### src/rtl/keypad_entry.sv
// Keypad front end: debounces the scanner's key_valid/key_code and assembles a 3-digit decimal entry.
// Build option: define KEYPAD_BACKSPACE_EN to make key D a backspace instead of command 3.
module keypad_entry #(
  parameter int DEBOUNCE_CYCLES = 16
) (
  input  logic        clk,
  input  logic        rst_n,
  input  logic        key_valid,
  input  logic [3:0]  key_code,
  output logic        key_pulse,
  output logic [3:0]  key_pulse_code,
  output logic [11:0] disp_digits,
  output logic [1:0]  digit_count,
  output logic        entry_valid,
  output logic [9:0]  entry_value,
  output logic        cmd_valid,
  output logic [1:0]  cmd_code,
  output logic        overflow
);

  localparam logic [1:0] IDLE         = 2'd0;
  localparam logic [1:0] PRESS_WAIT   = 2'd1;
  localparam logic [1:0] HELD         = 2'd2;
  localparam logic [1:0] RELEASE_WAIT = 2'd3;

  localparam logic [7:0] DB_LIMIT = 8'(DEBOUNCE_CYCLES);

  logic [1:0] state;
  logic [7:0] cnt;
  logic [3:0] cand;
  logic       match;
  logic       is_digit;
  logic [9:0] bcd_value;

  assign match = key_valid && (key_code == cand);

  // Scanner shares this clock, so samples are used directly.
  always_ff @(posedge clk or negedge rst_n) begin
    if (!rst_n) begin
      state          <= IDLE;
      cnt            <= 8'd0;
      cand           <= 4'd0;
      key_pulse      <= 1'b0;
      key_pulse_code <= 4'd0;
    end else begin
      key_pulse      <= 1'b0;
      key_pulse_code <= 4'd0;
      case (state)
        IDLE: begin
          if (key_valid) begin
            cand  <= key_code;
            cnt   <= 8'd1;
            state <= PRESS_WAIT;
          end
        end
        PRESS_WAIT: begin
          if (!key_valid) begin
            cnt   <= 8'd0;
            state <= IDLE;
          end else if (key_code != cand) begin
            cand <= key_code;
            cnt  <= 8'd1;
          end else if (cnt + 8'd1 == DB_LIMIT) begin
            cnt            <= 8'd0;
            state          <= HELD;
            key_pulse      <= 1'b1;
            key_pulse_code <= cand;
          end else begin
            cnt <= cnt + 8'd1;
          end
        end
        HELD: begin
          if (!match) begin
            cnt   <= 8'd1;
            state <= RELEASE_WAIT;
          end
        end
        default: begin
          if (match) begin
            cnt   <= 8'd0;
            state <= HELD;
          end else if (cnt + 8'd1 == DB_LIMIT) begin
            cnt   <= 8'd0;
            state <= IDLE;
          end else begin
            cnt <= cnt + 8'd1;
          end
        end
      endcase
    end
  end

  assign is_digit  = (key_pulse_code <= 4'd9);
  assign bcd_value = 10'(disp_digits[11:8]) * 10'd100
                   + 10'(disp_digits[7:4])  * 10'd10
                   + 10'(disp_digits[3:0]);

  always_ff @(posedge clk or negedge rst_n) begin
    if (!rst_n) begin
      disp_digits <= 12'd0;
      digit_count <= 2'd0;
      entry_valid <= 1'b0;
      entry_value <= 10'd0;
      cmd_valid   <= 1'b0;
      cmd_code    <= 2'd0;
      overflow    <= 1'b0;
    end else begin
      entry_valid <= 1'b0;
      cmd_valid   <= 1'b0;
      overflow    <= 1'b0;
      if (key_pulse) begin
        if (is_digit) begin
          if (digit_count != 2'd3) begin
            disp_digits <= {disp_digits[7:0], key_pulse_code};
            digit_count <= digit_count + 2'd1;
          end else begin
            overflow <= 1'b1;
          end
        end else begin
          case (key_pulse_code)
            4'hF: begin
              if (digit_count != 2'd0) begin
                entry_value <= bcd_value;
                entry_valid <= 1'b1;
                disp_digits <= 12'd0;
                digit_count <= 2'd0;
              end
            end
            4'hE: begin
              disp_digits <= 12'd0;
              digit_count <= 2'd0;
            end
`ifdef KEYPAD_BACKSPACE_EN
            4'hD: begin
              if (digit_count != 2'd0) begin
                disp_digits <= {4'h0, disp_digits[11:4]};
                digit_count <= digit_count - 2'd1;
              end
            end
`endif
            default: begin
              // A..D are 0xA..0xD; low two bits plus 2 wrap to 0..3.
              cmd_code  <= key_pulse_code[1:0] + 2'd2;
              cmd_valid <= 1'b1;
            end
          endcase
        end
      end
    end
  end

endmodule

### config.mk
export PLATFORM = sky130hd
export DESIGN_NAME = keypad_entry
export DESIGN_NICKNAME = d
export VERILOG_FILES = /design/src/rtl/keypad_entry.sv
export SDC_FILE = /design/constraint.sdc
export NUM_CORES = 1
export LEC_CHECK = 0
export CAP_MARGIN = 20
export CORE_MARGIN = 2
export CORE_UTILIZATION = 55
export CTS_CLUSTER_DIAMETER = 40
export DETAILED_ROUTE_END_ITERATION = 8
export PLACE_DENSITY = 0.78
export SYNTH_ARGS = -nofsm -noshare
export SYNTH_HDL_FRONTEND = slang
export SYNTH_SLANG_ARGS = --single-unit
export TNS_END_PERCENT = 100
### constraint.sdc
create_clock -name clk -period 3.5 [get_ports clk]
set_input_delay 0.7 -clock clk [delete_from_list [all_inputs] [get_ports clk]]
set_output_delay 0.7 -clock clk [all_outputs]
set_load 0.1 [all_outputs]
==> results of run 1 <==
where the power goes:
part / internal [mW] / leakage (nW) / total [mW] / switching [mW]
registers: 0.601 / 0.656 / 0.649 / 0.0484
logic: 0.160 / 0.934 / 0.359 / 0.199
clock network: 0.215 / 0.0548 / 0.410 / 0.195
cells in the mapped netlist (all sizes together) (3+ instances only):
cell	instances
nand2	50
and2	7
a21oi	16
and4	3
inv	20
clkbuf	4
fa	5
ha	30
dfrtp	48
nor2b	7
o21ai	34
o31ai	3
o211ai	6
buf	5
mux2	9
nor2	13
nand3	7
xnor2	9
nand2b	3
xor2	5
routing by layer:
| metal | global-route usage [%] | wire [um] | up-vias |
|---|---|---|---|
| met5 | 0 | 0 | - |
| met4 | 3.750 | 38 | 0 |
| met3 | 4.070 | 196 | 4 |
| met2 | 33.57 | 2708 | 42 |
| met1 | 25.86 | 2647 | 1063 |
| li1 | - | - | 1145 |
worst max path at each step:
| stage | startpoint | endpoint |
|---|---|---|
| 2_1_floorplan | disp_digits[7]$_DFFE_PN0P_ | entry_value[9]$_DFFE_PN0P_ |
| 3_3_place_gp | disp_digits[5]$_DFFE_PN0P_ | entry_value[9]$_DFFE_PN0P_ |
| 5_1_grt | disp_digits[5]$_DFFE_PN0P_ | entry_value[7]$_DFFE_PN0P_ |
| 6_report | disp_digits[5]$_DFFE_PN0P_ | entry_value[9]$_DFFE_PN0P_ |
| 4_1_cts | disp_digits[5]$_DFFE_PN0P_ | entry_value[9]$_DFFE_PN0P_ |
| 3_5_place_dp | disp_digits[5]$_DFFE_PN0P_ | entry_value[9]$_DFFE_PN0P_ |
cells by family after synthesis:
kind of cell	after synthesis	synth area share [%]
and+or+nand+nor	98	16.06
AOI/OAI and AO/OA	73	15.22
DFF	48	40.47
adders and majority gates	35	16.02
buffers and inverters	29	4.216
xor gates and xnor gates	14	4.132
muxes	10	3.879
layout make-up:
cell class,count,area (sq um)
clock buffer,5,68.82
clock inverter,3,46.29
fill,392,1664
inverter,20,75.07
multi-input combinational,230,1642
sequential,48,1201
tap,70,87.58
timing repair buffer,43,387.9
critical path: stages, from the launching register on:
cell and delay, ns:
dfrtp_1 0.45, ha_1 0.32, ha_1 0.23, fa_1 0.45
ha_1 0.28, ha_1 0.34, a21oi_1 0.20, o211ai_1 0.12
a31oi_1 0.20, xnor2_1 0.13, o21ai_0 0.08
metrics by stage:
step / hold WS (ns) / util, % / total power [mW] / cell area [sq um]
6_report: 0.4108 / 67.83 / 1.418 / 3508
5_1_grt: 0.4721 / 67.83 / 1.506 / 3508
4_1_cts: 0.4411 / 67.83 / 1.430 / 3508
3_5_place_dp: 0.4715 / 65.60 / 1.020 / 3393
3_3_place_gp: 0.4602 / 65.60 / 1.004 / 3393
2_1_floorplan: 0.4044 / - / 0.9353 / 2968
flip-flops by register name (all words and copies together) (netlist names):
signal	count
cand	4
entry_valid	1
disp_digits	12
cmd_code	2
overflow	1
cmd_valid	1
digit_count	2
key_pulse	1
key_pulse_code	4
cnt	8
state	2
entry_value	10
==> results.ini, run 1 <==
[status]
outcome=completed

[clock_tree]
cts_buffer_depth=2
cts_resized=0
cts_tree=built
clkTransAtPathRegs_ns=0.10
clock-sinks=48
hold_buffers=0
clock-root-buffer=clkbuf_8
numCtsBuffers=5
post_cts_buffers=0
htreeDepth=2
insertion_delay_ns=0.30

[timing]
timing.final.crit_share_pct=84.12
setup_slack_ns=0.5557
max_freq_mhz=339.6
worstMarginPinSlew_ns=0.9670
fin_crit_ns=2.944
rsz0062_at_grt=false
slew_headroom_pct=35.33
setup_viol=0
skew_ns=0.01011
slew_viol_final=0
hold_viol=0
tns_ns=0

[worst_setup_path]
cp.required_ns=3.67
crit_path_end_kind=flop
reg2reg_depth=10
worstReg2RegEnd=entry_value[9]$_DFFE_PN0P_
r2r_start=disp_digits[5]$_DFFE_PN0P_
cp.arrival_ns=3.11
crit_type=flop to flop
regToRegSetupSlack_ns=0.56
crit_path_max_fanout=5
crit_path_start_kind=flop

[routing]
detail_route.wl_per_cell_um=13.34
via_count=2254
ant_nets=0
routed_via_density=5.379
drc_errors=0
drtIter0Drc=166
wl_mm=5.590
dr.pass1.iters=4

[global_route]
grt_overflow=0
grt_pass1_wl_mm=9.556
grt_antenna_before_repair=0
grt_usage_pct=19.57
grt_max_degree=30
grt_pass1_vias=2118

[final_layout]
final_cell_mix=nand2_1, dfrtp_1, o21ai_0, ha_1, clkdlybuf4s50_1
final_layout_size_suffix_gt1_share_pct=11.75
syn_to_final_growth_pct=18.21
layout_commonest_cell=nand2_1
instances_no_fill=419
nets=390
antenna_cells=0

[flow_run]
max_cap_viol_count=0

[synthesis]
avgSynthCellArea_sq_um=9.667
netlist_area_sq_um=2968
yosysWarnings=0
ys_ff_latch=48
syn_inst=307
synth.distinct_cells=50
synth_top_cell_by_area=dfrtp_1
synth-main-ff-cell=dfrtp_1
postSynth.asyncResetShare_pct=100.0
synth.area.top_cells=dfrtp_1, ha_1, nand2_1
yosysTopAreaCellShare_pct=40.47
synth-seq-area-share_pct=40.47
synth-edff-count=0
syn_nets=349

[power]
power_density_nw_per_um2=404.2
p_leak_nw=1.645
ir_drop_mv=0.3700

[floorplan]
start_util_pct=57.38
row_count=26
chipWidth_um=77.46
io_pins=41
die_h_um=77.46
dieArea_sq_um=6000
core_region_area_sq_um=5172

[placement]
io_buffers=40
gp_congestion=0.8221
placed_cells_incl_taps=411
pre_cts_ws_ns=0.5761
hpwl_mm=4.277

[min_path]
hp-class=input pin to async pin

Power figures use the tool's default switching activity.
==> run 2, diff against run 1 <==
Settings changed: CORE_UTILIZATION 55 to 50, PLACE_DENSITY 0.78 to 0.75.
Clock period 3.5 ns to 2.5 ns, I/O delays scaled along.
==> run 2 against run 1 <==
Against the previous run: the flow now finishes with violations (setup timing); clock skew up 0.0098 ns; clock power up 64%; fmax up 10%; non-clock buffer count up 18; design area up 7.3%; register-to-register slack worse by 0.72 ns; routed wire length up 7.4%; cell count up 5.5%; first-iteration DRC count down 61%.
==> results.ini, run 2 (synthesis gave the netlist of run 1 again) <==
[final_layout]
top_regs=disp_digits (12), entry_value (10), cnt (8)
nets=408  ; +4.6%
final_layout_size_suffix_gt1_share_pct=28.61  ; +17 points
final_cell_mix=buf_4, nand2_1, dfrtp_1, o21ai_0, ha_1
final_area_sq_um=3765  ; +7.3%
syn_to_final_growth_pct=26.85
largest_reg_flops=12  ; unchanged
antenna_cells=0  ; unchanged
regMostFlops=disp_digits
layout_commonest_cell=buf_4

[clock_tree]
clock-sinks=48  ; unchanged
hold_buffers=0  ; unchanged
clock-root-buffer=clkbuf_8
cts_buffer_depth=2  ; unchanged
numCtsBuffers=5  ; unchanged
htreeDepth=2  ; unchanged
clkTransAtPathRegs_ns=0.09  ; about the same
insertion_delay_ns=0.30  ; about the same
cts_tree=built

[power]
power_density_nw_per_um2=558.4  ; +38%
internal_power_mw=1.482  ; +52%
power.share.clock_pct=31.9  ; +3.0 points
p_switching_mw=0.6198  ; +40%
p_comb_share_pct=24.9  ; -0.4 points
ir_drop_mv=0.5194  ; +40%
p_leak_nw=1.751  ; +6.5%
total_power_mw=2.102  ; +48%
p_seq_share_pct=43.1  ; -2.7 points
p_sw_share_pct=29.49  ; -1.7 points

[timing]
setup_slack_ns=-0.1661  ; -0.7218 ns
skew_ns=0.01995  ; +0.009839 ns
slew_headroom_pct=52.36  ; +17 points
max_freq_mhz=375.1  ; +10%
rsz0062_at_grt=true
hold_viol=0  ; unchanged
setup_viol=3  ; +3
hold_ws_ns=0.2379  ; -0.1729 ns
timing.final.crit_share_pct=106.6  ; +23 points
worstMarginPinSlew_ns=0.7146  ; -0.2524 ns
fin_crit_ns=2.666  ; -0.2782 ns
slew_viol_final=0  ; unchanged
tns_ns=-0.4232  ; -0.4232 ns

[routing]
detail_route.wl_per_cell_um=13.58  ; +1.8%
via_count=2312  ; +2.6%
wl_mm=6.004  ; +7.4%
drtIter0Drc=64  ; -61%
routed_via_density=5.231  ; -2.8%
dr.pass1.iters=4  ; unchanged
ant_nets=0  ; unchanged
drc_errors=0  ; unchanged

[global_route]
grt_pass1_wl_mm=10.29  ; +7.6%
grt_usage_pct=20.06  ; +0.49 points
grt_pass1_vias=2216  ; +4.6%
grt_antenna_before_repair=0  ; unchanged
grt_max_degree=34  ; +13%
grt_overflow=0  ; unchanged

[floorplan]
chipWidth_um=81.05  ; +4.6%
die_h_um=81.05  ; +4.6%
start_util_pct=51.03  ; -6.3 points
row_count=28  ; +7.7%
dieArea_sq_um=6568  ; +9.5%
io_pins=41  ; unchanged
core_region_area_sq_um=5816  ; +12%

[worst_setup_path]
regToRegSetupSlack_ns=-0.17  ; -0.72 ns
path_cells=ha_4 > ha_4 > fa_2 > ha_4 > ha_4 > nand2_1 > o211ai_1 > a31oi_1 > xnor2_1 > o21ai_1
path_delay_family=adder cells
crit_path_max_fanout=4  ; -1
crit_path_start=disp_digits[7]$_DFFE_PN0P_
slowest_stage=fa_2
crit_type=flop to flop
slowest_delay_ns=0.55  ; +0.10 ns
cpMostUsedCell=ha_4
crit_path_start_kind=flop
cp.required_ns=2.70  ; -0.97 ns
cp.arrival_ns=2.86  ; -0.25 ns
r2r_start=disp_digits[7]$_DFFE_PN0P_
crit_path_end_kind=flop
worst-path-buf-inv=0  ; unchanged

[placement]
hpwl_mm=4.759  ; +11%
pre_cts_ws_ns=-0.1513  ; -0.7273 ns
io_buffers=40  ; unchanged
gp_congestion=0.7915  ; -3.7%
place_area_sq_um=3606  ; +6.3%

[flow_run]
max_cap_viol_count=0  ; unchanged

[status]
violations=setup timing
outcome=finished with violations

[min_path]
hp-class=input pin to async pin

==> run 2: changes by cell type in the layout (fill, tap and decap cells not counted), sizes merged <==
cell	previous run	this run
clkinvlp	1	0
bufinv	1	2
clkdlybuf4s50	27	5
buf	16	56
==> run 2: through the flow <==
stage,instances,utilization (%)
6_report,442,64.74
3_5_place_dp,433,62.01
5_1_grt,442,64.74
3_3_place_gp,433,62.01
4_1_cts,442,64.50
2_1_floorplan,307,-
==> run 2: path summary, 6_finish.rpt <==
path	end	cells after the start
setup / recovery	entry_value[9]$_DFFE_PN0P_	10
hold / removal	entry_value[9]$_DFFE_PN0P_	1
setup reg to reg	entry_value[9]$_DFFE_PN0P_	10
hold reg to reg	entry_value[3]$_DFFE_PN0P_	2
max in group asynchronous	cnt[3]$_DFFE_PN0P_	2
min in group clk	entry_value[3]$_DFFE_PN0P_	2
==> run 2: metal layers <==
metal / vias up / global-route usage [%] / wire, um
met5: - / 0 / 0
met2: 34 / 35.29 / 3083
met4: 0 / 4.576 / 52
li1: 1179 / - / -
met3: 7 / 3.889 / 220
met1: 1092 / 25.55 / 2647
==> run 2: worst register-to-register path, cell delays in order (launching register included) <==
cell and delay (ns):
dfrtp_4 0.50, ha_4 0.25, ha_4 0.16, fa_2 0.55, ha_4 0.20, ha_4 0.28, nand2_1 0.07, o211ai_1 0.19
a31oi_1 0.12, xnor2_1 0.17, o21ai_1 0.07
==> run 2: area by class of cell <==
class | instances | area [sq um]
Inverter | 20 | 75.07
Multi-Input combinational cell | 230 | 1762
Timing Repair Buffer | 61 | 467.9
Fill cell | 511 | 2051
Sequential cell | 48 | 1229
Clock buffer | 5 | 68.82
Tap cell | 75 | 93.84
Clock inverter | 3 | 68.82
==> run 2: power by group through the flow <==
stage               Sequential [mW]  Combinational (mW)  Clock, mW
floorplan                     0.905               0.405          0
global route                  0.917               0.591      0.717
detailed placement            0.921               0.523          0
finish                        0.906               0.524      0.672
global placement              0.916               0.507          0
CTS                           0.905               0.525      0.688
==> run 2: repair_timing <==
| action | CTS | global route |
|---|---|---|
| resized for setup | 0 | 4 |
| endpoints found under the setup margin | 3 | 5 |
| pin swaps | 2 | 3 |
| buffers inserted | 1 | 0 |
